$ cat src/rtl/isp_word_packer.sv
// -----------------------------------------------------------------------------
// isp_word_packer
//   Repacks 24-bit BGR pixels coming out of the ISP into 32-bit little-endian
//   words for the frame-buffer writer. Four pixels become three words. The
//   last word of a line is filled with PAD_BYTE. Line/frame sync flags are
//   checked against a line length that is latched on every frame start.
//
// Handshake: a transfer happens on a rising clk edge where valid && ready are
//   both high. Upstream pixels use in_valid/out_ready. Downstream words use
//   out_valid/in_ready. out_valid, out_data and out_user come straight from
//   flops and do not change while a word is stalled.
//
// Ports
//   clk          pixel/ISP clock
//   reset        asynchronous, active-low reset
//   in_valid     upstream pixel valid
//   out_ready    ready to upstream (combinational)
//   in_data      pixel; [7:0] is packed first, then [15:8], then [23:16]
//   in_user      [0] hstart, [1] fstart
//   out_valid    packed word valid
//   in_ready     downstream ready
//   out_data     packed word; [7:0] is the earliest byte
//   out_user     [0] first word of line, [1] first word of frame,
//                [2] last word of line
//   line_pixels  pixels per line, latched on each accepted fstart pixel
//   sync_err     one-cycle pulse when hstart/fstart arrives mid-line
//   dbg_state    current FSM state (0 idle, 1 run, 2 drain)
// -----------------------------------------------------------------------------
module isp_word_packer #(
    parameter int         COLOR_DEPTH = 8,
    parameter logic [7:0] PAD_BYTE    = 8'h00
) (
    input  logic        clk,
    input  logic        reset,
    input  logic        in_valid,
    output logic        out_ready,
    input  logic [23:0] in_data,
    input  logic [7:0]  in_user,
    output logic        out_valid,
    input  logic        in_ready,
    output logic [31:0] out_data,
    output logic [7:0]  out_user,
    input  logic [15:0] line_pixels,
    output logic        sync_err,
    output logic [1:0]  dbg_state
);

    // Only 8-bit channels are supported, so every pixel is three bytes.
    localparam int PIX_BYTES = (3 * COLOR_DEPTH) / 8;

    typedef enum logic [1:0] {
        S_IDLE  = 2'd0,
        S_RUN   = 2'd1,
        S_DRAIN = 2'd2
    } state_t;

    state_t      state_q, state_d;
    logic [47:0] buf_q, buf_d;         // byte i lives at [8i+7:8i]; bytes >= cnt are zero
    logic [2:0]  cnt_q, cnt_d;
    logic [15:0] pix_cnt_q, pix_cnt_d;
    logic [15:0] line_len_q, line_len_d;
    logic        hs_mark_q, hs_mark_d;
    logic        fs_mark_q, fs_mark_d;
    logic        out_valid_q, out_valid_d;
    logic [31:0] out_data_q, out_data_d;
    logic [7:0]  out_user_q, out_user_d;
    logic        sync_err_q, sync_err_d;

    logic        accept;
    logic        consume;
    logic [47:0] buf_work;
    logic [2:0]  cnt_work;
    logic [15:0] pix_next;
    logic [15:0] len_eff;
    logic        unused_user;

    assign accept      = in_valid && out_ready;
    assign consume     = out_valid_q && in_ready;
    assign unused_user = ^in_user[7:2];

    // ---------------------------------------------------------------- state register
    always_ff @(posedge clk or negedge reset) begin
        if (!reset) begin
            state_q     <= S_IDLE;
            buf_q       <= '0;
            cnt_q       <= '0;
            pix_cnt_q   <= '0;
            line_len_q  <= '0;
            hs_mark_q   <= 1'b0;
            fs_mark_q   <= 1'b0;
            out_valid_q <= 1'b0;
            out_data_q  <= '0;
            out_user_q  <= '0;
            sync_err_q  <= 1'b0;
        end else begin
            state_q     <= state_d;
            buf_q       <= buf_d;
            cnt_q       <= cnt_d;
            pix_cnt_q   <= pix_cnt_d;
            line_len_q  <= line_len_d;
            hs_mark_q   <= hs_mark_d;
            fs_mark_q   <= fs_mark_d;
            out_valid_q <= out_valid_d;
            out_data_q  <= out_data_d;
            out_user_q  <= out_user_d;
            sync_err_q  <= sync_err_d;
        end
    end

    // ---------------------------------------------------------------- next state
    always_comb begin
        state_d    = state_q;
        buf_d      = buf_q;
        cnt_d      = cnt_q;
        pix_cnt_d  = pix_cnt_q;
        line_len_d = line_len_q;
        hs_mark_d  = hs_mark_q;
        fs_mark_d  = fs_mark_q;
        sync_err_d = 1'b0;
        buf_work   = buf_q;
        cnt_work   = cnt_q;
        pix_next   = pix_cnt_q;
        len_eff    = line_len_q;

        // A word leaving this cycle frees its four bytes before new ones append.
        if (consume) begin
            buf_work  = buf_q >> 32;
            cnt_work  = (cnt_q > 3'd4) ? cnt_q - 3'd4 : 3'd0;
            hs_mark_d = 1'b0;
            fs_mark_d = 1'b0;
        end

        case (state_q)
            S_IDLE: begin
                if (accept && in_user[1] && (line_pixels != 16'd0)) begin
                    buf_d      = {24'd0, in_data};
                    cnt_d      = 3'(PIX_BYTES);
                    line_len_d = line_pixels;
                    pix_cnt_d  = 16'd1;
                    hs_mark_d  = 1'b1;
                    fs_mark_d  = 1'b1;
                    state_d    = (line_pixels == 16'd1) ? S_DRAIN : S_RUN;
                end
            end

            S_RUN: begin
                buf_d = buf_work;
                cnt_d = cnt_work;
                if (accept) begin
                    // A frame start re-latches the length. A zero length keeps the old one.
                    if (in_user[1] && (line_pixels != 16'd0)) begin
                        len_eff = line_pixels;
                    end
                    line_len_d = len_eff;
                    if ((in_user[0] || in_user[1]) && (pix_cnt_q != 16'd0)) begin
                        // Mid-line sync: drop the partial line and restart with this pixel.
                        sync_err_d = 1'b1;
                        buf_d      = {24'd0, in_data};
                        cnt_d      = 3'(PIX_BYTES);
                        pix_next   = 16'd1;
                        hs_mark_d  = 1'b1;
                        fs_mark_d  = in_user[1];
                    end else begin
                        buf_d    = buf_work | ({24'd0, in_data} << {cnt_work, 3'b000});
                        cnt_d    = cnt_work + 3'(PIX_BYTES);
                        pix_next = pix_cnt_q + 16'd1;
                        if (in_user[0] || in_user[1]) begin
                            hs_mark_d = 1'b1;
                        end
                        if (in_user[1]) begin
                            fs_mark_d = 1'b1;
                        end
                    end
                    pix_cnt_d = pix_next;
                    if (pix_next == len_eff) begin
                        state_d = S_DRAIN;
                    end
                end
            end

            S_DRAIN: begin
                if (consume) begin
                    if (cnt_q <= 3'd4) begin
                        buf_d     = '0;
                        cnt_d     = 3'd0;
                        pix_cnt_d = 16'd0;
                        state_d   = S_RUN;
                    end else begin
                        buf_d = buf_work;
                        cnt_d = cnt_work;
                    end
                end
            end

            default: begin
                state_d = S_IDLE;
            end
        endcase
    end

    // ---------------------------------------------------------------- outputs
    // The word registers are loaded from the next buffer contents. A pixel
    // accepted at edge t can therefore show up in a word right after edge t.
    always_comb begin
        case (state_q)
            S_IDLE:  out_ready = 1'b1;
            S_RUN:   out_ready = (cnt_q <= 3'd3) || in_ready;
            default: out_ready = 1'b0;
        endcase

        out_valid_d = ((state_d == S_RUN) && (cnt_d >= 3'd4)) ||
                      ((state_d == S_DRAIN) && (cnt_d != 3'd0));

        out_data_d = '0;
        for (int i = 0; i < 4; i++) begin
            out_data_d[8*i +: 8] = (cnt_d > 3'(i)) ? buf_d[8*i +: 8] : PAD_BYTE;
        end

        out_user_d = '0;
        if (out_valid_d) begin
            out_user_d = {5'd0, (state_d == S_DRAIN) && (cnt_d <= 3'd4), fs_mark_d, hs_mark_d};
        end
    end

    assign out_valid = out_valid_q;
    assign out_data  = out_data_q;
    assign out_user  = out_user_q;
    assign sync_err  = sync_err_q;
    assign dbg_state = state_q;

endmodule

$ cat config.mk
export PLATFORM = sky130hd
export DESIGN_NAME = isp_word_packer
export DESIGN_NICKNAME = d
export VERILOG_FILES = /design/src/rtl/isp_word_packer.sv
export SDC_FILE = /design/constraint.sdc
export NUM_CORES = 1
export LEC_CHECK = 0
export CAP_MARGIN = 0
export CORE_MARGIN = 1.5
export CORE_UTILIZATION = 25
export CTS_CLUSTER_DIAMETER = 80
export DETAILED_ROUTE_END_ITERATION = 8
export GPL_TIMING_DRIVEN = 0
export PLACE_DENSITY = 0.42
export SYNTH_ARGS = -nofsm -noshare
export SYNTH_HDL_FRONTEND = slang
export SYNTH_SLANG_ARGS = --single-unit
$ cat constraint.sdc
create_clock -name clk -period 5.3 [get_ports clk]
set_input_delay 0.795 -clock clk [delete_from_list [all_inputs] [get_ports clk]]
set_output_delay 0.795 -clock clk [all_outputs]
set_load 0.01 [all_outputs]
==> Implementation_results.wiki <==
{| class="wikitable"
! Metric !! Value
|-
| Status || finished clean
|-
| Post-Synthesis Mean Instance Area || 8.61 um2
|-
| Setup crit end kind || flop
|-
| Slew margin rel. || 36.9%
|-
| Max-cap check violation count || 0
|-
| First DRT Iteration DRCs || 549
|-
| Final antenna diode count || 0
|-
| Synth unique cells || 53
|-
| Critical path class || in2reg
|-
| Pre-CTS setup slack || 0.0107 ns
|-
| Highest Clock Rate || 206 MHz
|-
| Via count of the first global-routing pass || 6077
|-
| Register-to-register setup slack || 0.93 ns
|-
| Number of instances resized during post-cts repair || 0
|-
| Flip-flop cell with the highest count after synthesis || sky130_fd_sc_hd__dfrtp_1
|-
| Setup slack after layout || 0.441 ns
|-
| Via count || 6133
|-
| Post-synth ARST share || 100%
|-
| Vias per inst || 4.71
|-
| Post-CTS setup buffer count || 0
|-
| Seq/Total Area, Yosys || 44.5%
|-
| Die Footprint || 28900 um2
|-
| CP Max Fanout || 10
|-
| Arrival time worst endpoint || 5.13 ns
|-
| Total congestion overflow || 0
|-
| P_leak || 3.82 nW
|-
| Shortest clock period the worst path allows after layout || 4.86 ns
|-
| R2R depth || 14
|-
| CTS tree || yes
|-
| Total standard cell area after synthesis || 6970 um2
|-
| Detailed-route wire length || 23500 um
|-
| Clock skew after layout || 0.00888 ns
|-
| Cell area after layout || 8980 um2
|-
| Final weighted congestion in routability-driven placement || 0.874
|-
| Antenna violations before repair || 0
|-
| Hold-fix buffers at CTS || 0
|-
| Slew at the pin closest to its max-slew limit || 0.941 ns
|-
| Fillers || 2935
|-
| I/O pin count || 97
|-
| Num Clock Sinks || 124
|-
| Number of nets in the final layout || 977
|-
| Residual DRC || 0
|-
| Capturing instance or port of the critical path || out_user[0]
|-
| Seq cells post-synth || 124
|-
| Overall power || 4.89 mW
|-
| Share of the clock period used by the worst path || 91.7%
|-
| Global-route usage over all layers || 16.9%
|-
| Capture instance of the worst register-to-register path || out_user[0]
|-
| WHS || 0.313 ns
|-
| Buffers from clock root to sink, at most || 2
|-
| Antenna Nets Post-Route || 0
|-
| Top area cells in the synthesized netlist || sky130_fd_sc_hd__dfrtp_1, sky130_fd_sc_hd__nand2_1, sky130_fd_sc_hd__a21oi_1
|-
| Area of all sequential standard cells || 3100 um2
|-
| Post-detail-place hpwl || 17300 um
|-
| Final Hold Fails || 0
|-
| H-tree levels || 4
|-
| Critical path origin || in_ready
|-
| Power Dens Cells || 545 nW/um2
|-
| Die Height || 170 um
|-
| Share of post-route cells with drive strength above 1 || 6.45%
|-
| RR Startpoint || out_valid
|-
| Routed length per placed instance || 18.1 um
|-
| EDFF count, synth || 0
|-
| Total number of yosys warnings || 0
|-
| Clock Root Buffer || sky130_fd_sc_hd__clkbuf_16
|-
| Number of placement rows || 60
|-
| Number of instances in the synthesized netlist || 810
|-
| CTS Buf Count || 17
|-
| Post-synthesis to final-layout area growth || 28.7%
|-
| Insertion delay to the later sink of the worst-skew pair || 0.42 ns
|-
| Required time of the critical path || 5.57 ns
|-
| Critical Path Source Type || input pin
|-
| Sum Neg Setup Slack || 0 ns
|-
| Global Route met1 Usage || 25.3%
|-
| Count of port buffers added during placement || 84
|-
| Placeable core region || 27200 um2
|-
| Global route hottest layer || met1
|-
| Initial Utilization || 25.7%
|-
| Placed Instance Area || 8330 um2
|-
| Die Span X || 170 um
|-
| Met2 demand-to-capacity share in global routing || 25.0%
|-
| Setup repair after global routing missed its margin || false
|-
| Number of max-slew violations in the final report || 0
|-
| Met3 GRT Util || 2.44%
|-
| Setup Viol. Count Final || 0
|-
| Multi-input logic area || 3580 um2
|-
| DR pass1 iterations || 5
|-
| Share of the synthesized area in the top cell type || 44.5%
|-
| Peak supply drop || 0.242 mV
|-
| Dominant cell type by area after synthesis || sky130_fd_sc_hd__dfrtp_1
|-
| Clock input transition at the sequential cells of the worst setup and hold paths || 0.06 ns
|-
| Path type of the worst min-delay path || in2async
|-
| Largest net degree at the start of global routing || 71
|-
| First-pass GRT wire length || 36800 um
|}
[logic make-up after synthesis]
kind of cell               after synthesis  share of synthesized area (%)
buffers and inverters                   78                           4.50
AOI/OAI and AO/OA                      219                           18.8
other                                    1                         0.0538
muxes                                   48                           7.18
xor gates and xnor gates                30                           3.77
adders and majority gates                7                           1.26
DFF                                    124                           44.5
and+or+nand+nor                        303                           20.0
[cell usage after synthesis, types with 3 or more instances]
cell type / count
sky130_fd_sc_hd__a21oi_1: 72
sky130_fd_sc_hd__a221oi_1: 7
sky130_fd_sc_hd__a22o_1: 8
sky130_fd_sc_hd__a22oi_1: 13
sky130_fd_sc_hd__a31oi_1: 3
sky130_fd_sc_hd__and2_1: 19
sky130_fd_sc_hd__and3_1: 22
sky130_fd_sc_hd__buf_1: 4
sky130_fd_sc_hd__buf_4: 5
sky130_fd_sc_hd__clkbuf_1: 39
sky130_fd_sc_hd__dfrtp_1: 124
sky130_fd_sc_hd__ha_1: 7
sky130_fd_sc_hd__inv_1: 28
sky130_fd_sc_hd__mux2_2: 16
sky130_fd_sc_hd__mux2i_1: 32
sky130_fd_sc_hd__nand2_1: 133
sky130_fd_sc_hd__nand2b_1: 5
sky130_fd_sc_hd__nand3_1: 13
sky130_fd_sc_hd__nand4_1: 6
sky130_fd_sc_hd__nand4b_1: 3
sky130_fd_sc_hd__nor2_1: 66
sky130_fd_sc_hd__nor2b_1: 12
sky130_fd_sc_hd__nor3_1: 6
sky130_fd_sc_hd__nor4_1: 11
sky130_fd_sc_hd__o21a_1: 3
sky130_fd_sc_hd__o21ai_0: 69
sky130_fd_sc_hd__o21ai_1: 13
sky130_fd_sc_hd__o31ai_1: 9
sky130_fd_sc_hd__xnor2_1: 27
sky130_fd_sc_hd__xor2_1: 3
[worst max-delay path: stages]
cell                              delay (ns)
sky130_fd_sc_hd__clkdlybuf4s50_1        0.56
sky130_fd_sc_hd__and2_1                 0.15
sky130_fd_sc_hd__clkbuf_1               0.30
sky130_fd_sc_hd__nand2b_1               0.09
sky130_fd_sc_hd__clkbuf_1               0.24
sky130_fd_sc_hd__nand2_1                0.35
sky130_fd_sc_hd__buf_1                  0.63
sky130_fd_sc_hd__ha_1                   0.31
sky130_fd_sc_hd__nand4b_1               0.12
sky130_fd_sc_hd__o211a_1                0.17
sky130_fd_sc_hd__a2bb2oi_1              0.26
sky130_fd_sc_hd__o211a_1                0.37
sky130_fd_sc_hd__nand2b_1               0.31
sky130_fd_sc_hd__nand4b_1               0.30
sky130_fd_sc_hd__a21boi_1               0.16
[placed cells by master (no fill, tap or decap), drive strengths merged, types with 2 or more instances in the layout]
master	count
mux2	16
a221oi	7
o31ai	10
bufinv	5
clkbuf	57
a31oi	3
a32o	2
and3	22
o21a	3
nand2	133
a21oi	72
nand4	6
and4	2
a21boi	3
o21ai	82
dfrtp	124
nor2	66
a22oi	13
xor2	3
and2	19
mux2i	32
inv	30
a21o	2
xnor2	27
buf	13
nand3	13
a221o	2
conb	5
clkinv	5
nor4	11
ha	7
clkdlybuf4s50	83
nor2b	12
a22o	8
o22ai	2
nand4b	3
o211a	2
or2	2
nand2b	5
nor3	6
[power breakdown]
group | total (mW) | switching, mW | internal (mW)
Sequential | 1.42 | 0.149 | 1.27
Combinational | 2.16 | 1.34 | 0.820
Clock | 1.31 | 0.471 | 0.837
Total | 4.89 | 1.96 | 2.93
[cell type report]
cell class | instances | share of cell area, %
clock buffers | 18 | 4.78
flip-flops and latches | 124 | 34.6
well taps | 372 | 5.19
clock inverters | 13 | 2.40
plain buffers | 50 | 2.33
multi-input cells | 612 | 39.9
inverters | 28 | 1.17
repair buffers | 85 | 9.69
[how the worst min path moves through the flow]
stage	startpoint	endpoint	slack, ns	cells after the start
3_5_place_dp	buf_q[16]	buf_q[16]	0.47	2
5_1_grt	reset	line_len_q[10]	0.36	1
4_1_cts	reset	line_len_q[10]	0.34	1
6_report	reset	line_len_q[10]	0.31	1
2_1_floorplan	buf_q[16]	buf_q[16]	0.44	2
3_3_place_gp	buf_q[9]	buf_q[9]	0.46	1
[stage by stage]
| step | utilization (%) | std cells |
|---|---|---|
| after floorplan | - | 814 |
| after global placement | 30.5 | 1270 |
| after detailed placement | 30.7 | 1271 |
| after CTS | 33.0 | 1302 |
| after global routing | 33.0 | 1302 |
| final | 33.0 | 1302 |
[flip-flops by register name (all words and copies together), names as in the netlist]
signal / flops
out_data: 32
line_len_q: 16
sync_err: 1
cnt_q: 3
buf_q: 48
pix_cnt_q: 16
out_valid: 1
out_user: 3
fs_mark_q: 1
dbg_state: 2
hs_mark_q: 1
[routing by layer]
layer	wire length, um	part of all wire (%)
met2	10100	43
met4	320	1.4
met1	12300	52
met3	815	3.5
met5	0	0
Note: power is estimated with default switching activity, not from simulation.
==> RTL change 1 (same settings) <==
`COLOR_DEPTH`: 8 -> 4.
--- a/src/rtl/isp_word_packer.sv
+++ b/src/rtl/isp_word_packer.sv
@@ -29,3 +29,3 @@
 module isp_word_packer #(
-    parameter int         COLOR_DEPTH = 8,
+    parameter int         COLOR_DEPTH = 4,
     parameter logic [7:0] PAD_BYTE    = 8'h00
Check against the original RTL: not equivalent (Yosys sat finds a counterexample within 4 cycles, from zero or initial values and one cycle with reset low).
==> RTL change 1 against the unedited design <==
Final area fell by 0.47%; total power fell by 10%; critical endpoint is now out_user[1]$_DFF_PN0_; setup slack improved by 0.27 ns; synthesized cell count fell by 3.7%; count of clock-buffer cells in the layout rose by 1; highest routed layer unchanged; via count rose by 0.21%; sequential cell count did not move; global-route usage fell by 0.31 points; first-iteration DRC count fell by 34%; register-to-register slack improved by 0.30 ns; synthesized area fell by 0.32%; routed wire length fell by 0.88%.
==> RTL change 1: results (changes against the unedited design) <==
[metrics] outcome: complete, no violations
[metrics] post-route clock skew: 0.0215 ns (+0.0127 ns)
[metrics] multiplexer fraction of the synthesized cell area: 4.01% (-3.2 points)
[metrics] maximum vdd drop: 0.000221 V (-8.3%)
[metrics] largest net degree at the start of global routing: 78 (+9.9%)
[metrics] All-Layer GR Usage: 16.6% (-0.31 points)
[metrics] drt via density: 4.83 (+2.6%)
[metrics] depth of the worst register-to-register path: 15 (+1)
[metrics] Tightest Pin Transition: 0.953 ns (+0.0117 ns)
[metrics] number of fill cells: 2844 (-3.1%)
[metrics] proportion of power drawn by combinational gates: 40.1% (-4.2 points)
[metrics] synthesized instance count: 780 (-3.7%)
[metrics] post-synthesis adder-cell area fraction: 1.26% (+0.0041 points)
[metrics] Largest stage delay, worst path: 0.56 ns (-0.07 ns)
[metrics] DRC marker count from the first detailed-route iteration: 363 (-34%)
[metrics] cell with the largest stage delay on the worst path: sky130_fd_sc_hd__clkdlybuf4s50_1
[metrics] fraction of layout instances using a drive strength above 1: 8.11% (+1.7 points)
[metrics] net switching component of the power: 1.67 mW (-15%)
[metrics] via count of the first global-routing pass: 6142 (+1.1%)
[metrics] post-layout instance count excluding filler cells: 1272 (-2.3%)
[metrics] distinct cell type count of the synthesized netlist: 65 (+23%)
[metrics] hold_ws: 0.293 ns (-0.0202 ns)
[metrics] reg-to-reg endpoint: out_user[1]$_DFF_PN0_
[metrics] Placed Instances: 1241 (-2.4%)
[metrics] wire length of the first global-routing pass: 36500 µm (-0.90%)
[metrics] reg-to-reg setup timing slack: 1.23 ns (+0.30 ns)
[metrics] number of nets at the end of the flow: 947 (-3.1%)
[metrics] part of the Yosys area used for sequential elements: 44.6% (+0.14 points)
[metrics] HPWL Detailed: 16900 µm (-2.4%)
[metrics] WP data arrival: 4.93 ns (-0.20 ns)
[metrics] placed cell areas: 8300 µm² (-0.36%)
[metrics] Synth top cells by count: 134 x sky130_fd_sc_hd__nand2_1, 124 x sky130_fd_sc_hd__dfrtp_1, 69 x sky130_fd_sc_hd__o21ai_0
[metrics] leakage power summed over all cells: 3.68 nW (-3.5%)
## RTL change 1: cell types whose count changed after synthesis, sizes merged, moves of 10 or more
cell	before	now
inv	28	17
and3	22	3
nor2	66	27
mux2i	32	11
a21oi	72	61
a22o	8	18
o21ai	82	72
## RTL change 1: cell type report
class | count | area, µm² | area share, %
sequential | 124 | 3100 | 34.7
buffer | 59 | 253 | 2.83
inverter | 19 | 71.3 | 0.798
clock buffer | 19 | 443 | 4.96
tap | 372 | 465 | 5.21
clock inverter | 12 | 189 | 2.11
timing repair buffer | 85 | 870 | 9.73
multi-input combinational | 582 | 3540 | 39.6
## RTL change 1: routing by layer
| layer | track usage (%) | up-vias | routed length (µm) | part of all wire, % |
|---|---|---|---|---|
| li1 | - | 2987 | - | - |
| met1 | 23.7 | 2993 | 11600 | 50 |
| met2 | 25.4 | 144 | 10500 | 45 |
| met3 | 2.66 | 22 | 880 | 3.8 |
| met4 | 5.46 | 0 | 342 | 1.5 |
| met5 | 0 | - | 0 | 0 |
## RTL change 1: worst max path at each step
stage | endpoint | cells past startpoint | startpoint
finish | out_user[1]$_DFF_PN0_ | 16 | in_ready
global route | out_user[1]$_DFF_PN0_ | 16 | in_ready
CTS | out_user[1]$_DFF_PN0_ | 16 | in_ready
detailed placement | out_user[1]$_DFF_PN0_ | 16 | in_ready
global placement | out_data[1]$_DFF_PN0_ | 1 | reset
floorplan | out_data[1]$_DFF_PN0_ | 13 | in_ready
## RTL change 1: cells by family (layout without fill, tap and decap cells)
family / count (synthesis) / after routing
adder cells (fa/ha/maj): 7 / 7
XOR/XNOR: 25 / 25
AO/OA/AOI/OAI: 249 / 249
AND/OR/NAND/NOR: 270 / 270
multiplexers: 26 / 26
buffers and inverters: 78 / 194
flip-flops: 124 / 124
other: 1 / 5
==> RTL change 2 (config.mk and constraints unchanged) <==
Made on the original files. Take the reset off `buf_q` and `out_data_q` and load them in a clocked block of their own.
--- a/src/rtl/isp_word_packer.sv
+++ b/src/rtl/isp_word_packer.sv
@@ -84,3 +84,2 @@
             state_q     <= S_IDLE;
-            buf_q       <= '0;
             cnt_q       <= '0;
@@ -91,3 +90,2 @@
             out_valid_q <= 1'b0;
-            out_data_q  <= '0;
             out_user_q  <= '0;
@@ -96,3 +94,2 @@
             state_q     <= state_d;
-            buf_q       <= buf_d;
             cnt_q       <= cnt_d;
@@ -103,3 +100,2 @@
             out_valid_q <= out_valid_d;
-            out_data_q  <= out_data_d;
             out_user_q  <= out_user_d;
@@ -107,2 +103,7 @@
         end
+    end
+
+    always_ff @(posedge clk) begin
+        buf_q      <= buf_d;
+        out_data_q <= out_data_d;
     end
Behaviour: not the same (Yosys sat finds a counterexample within 4 cycles, from zero or initial values and one cycle with reset low).
==> RTL change 2 against the unedited design <==
Final area decreased by 0.96%; critical path depth unchanged; total power shrank 2.3%; setup slack better by 0.076 ns; fmax is 1.6% higher; clock skew up 0.0098 ns; routed wire length rose by 5.0%; sequential cell count stayed put; synthesized area decreased by 0.66%; critical path type unchanged.
==> RTL change 2: results (changes against the unedited design) <==
[metrics] depth of the worst register-to-register path: 13 (-1)
[metrics] maximum vdd drop: 0.000198 V (-18%)
[metrics] post-route clock skew: 0.0186 ns (+0.00977 ns)
[metrics] weighted congestion at the end of routability-driven global placement: 0.836 (-4.4%)
[metrics] wire length of the first global-routing pass: 37800 µm (+2.8%)
[metrics] HPWL Detailed: 18600 µm (+7.6%)
[metrics] wire length after detailed routing: 24700 µm (+5.0%)
[metrics] net switching component of the power: 1.95 mW (-0.87%)
[metrics] reg-to-reg setup timing slack: 0.95 ns (+0.02 ns)
[metrics] number of nets at the end of the flow: 1031 (+5.5%)
[metrics] Tightest Pin Transition: 1.17 ns (+0.226 ns)
[metrics] share of the synthesized area in compound gates (AO/OA/AOI/OAI): 23.0% (+4.3 points)
[metrics] largest net degree at the start of global routing: 34 (-52%)
[metrics] number of flops mapped to enable cells by yosys: 16 (+16)
[metrics] post-synthesis share of cell area spent on xor and xnor gates: 3.41% (-0.35 points)
[metrics] Port Buf Inserts: 83 (-1.2%)
[metrics] Synth top cells by count: 174 x sky130_fd_sc_hd__nand2_1, 92 x sky130_fd_sc_hd__o21ai_0, 64 x sky130_fd_sc_hd__dfxtp_1
[metrics] Final Power: 4.78 mW (-2.3%)
[metrics] clock network power: 1.25 mW (-5%)
[metrics] Placed Instances: 1325 (+4.2%)
[metrics] gate family responsible for the most delay along the worst path: simple AND/OR/NAND/NOR gates
[metrics] number of fill cells: 2922 (-0.44%)
[metrics] dominant cells by area after synthesis: sky130_fd_sc_hd__dfxtp_1 18%, sky130_fd_sc_hd__dfrtp_1 16%, sky130_fd_sc_hd__nand2_1 9.4%, sky130_fd_sc_hd__edfxtp_1 6.9%, sky130_fd_sc_hd__o21ai_0 6.6%
[metrics] post-synthesis adder-cell area fraction: 1.26% (+0.0084 points)
[metrics] via count of the first global-routing pass: 6323 (+4.0%)
[metrics] worst slack, placed: -0.236 ns (-0.246 ns)
[metrics] cell with the largest stage delay on the worst path: sky130_fd_sc_hd__a221oi_2
[metrics] leakage power summed over all cells: 3.43 nW (-10%)
[metrics] Largest stage delay, worst path: 0.52 ns (-0.11 ns)
[metrics] hold_ws: 0.244 ns (-0.0690 ns)
[metrics] outcome: complete, no violations
[metrics] drt pass-1 iters: 6 (+1)
[metrics] fraction of synthesis flops using an asynchronous set or reset pin: 35.5% (-65 points)
[metrics] clock latency reported for the late side of the worst-skew pair: 0.44 ns (+0.02 ns)
[metrics] via count: 6687 (+9.0%)
[metrics] power dissipated in sequential cells: 1.51 mW (+6%)
[metrics] multiplexer fraction of the synthesized cell area: 1.73% (-5.4 points)
[metrics] largest area contributor in the netlist: sky130_fd_sc_hd__dfxtp_1
## RTL change 2: changes by cell type in the layout (fill, tap and decap cells not counted), sizes merged, moves of 21 or more
cell	change
a21oi	-21
a22oi	+21
dfrtp	-80
dfxtp	+64
nand2	+41
## RTL change 2: per-layer routing
| layer | vias to the layer above | global-route usage [%] | wire, µm |
|---|---|---|---|
| met2 | 198 | 27.9 | 11400 |
| met5 | - | 0 | 0 |
| met3 | 23 | 2.61 | 1120 |
| li1 | 3261 | - | - |
| met1 | 3205 | 24.0 | 11800 |
| met4 | 0 | 5.66 | 401 |
## RTL change 2: cell type report
type | instances | area (µm²) | share of cell area, %
plain buffers | 60 | 269 | 3.03
clock buffers | 20 | 489 | 5.50
clock inverters | 12 | 136 | 1.53
inverters | 20 | 75.1 | 0.844
multi-input cells | 665 | 3750 | 42.1
flip-flops and latches | 124 | 2860 | 32.2
well taps | 372 | 465 | 5.24
repair buffers | 84 | 846 | 9.51
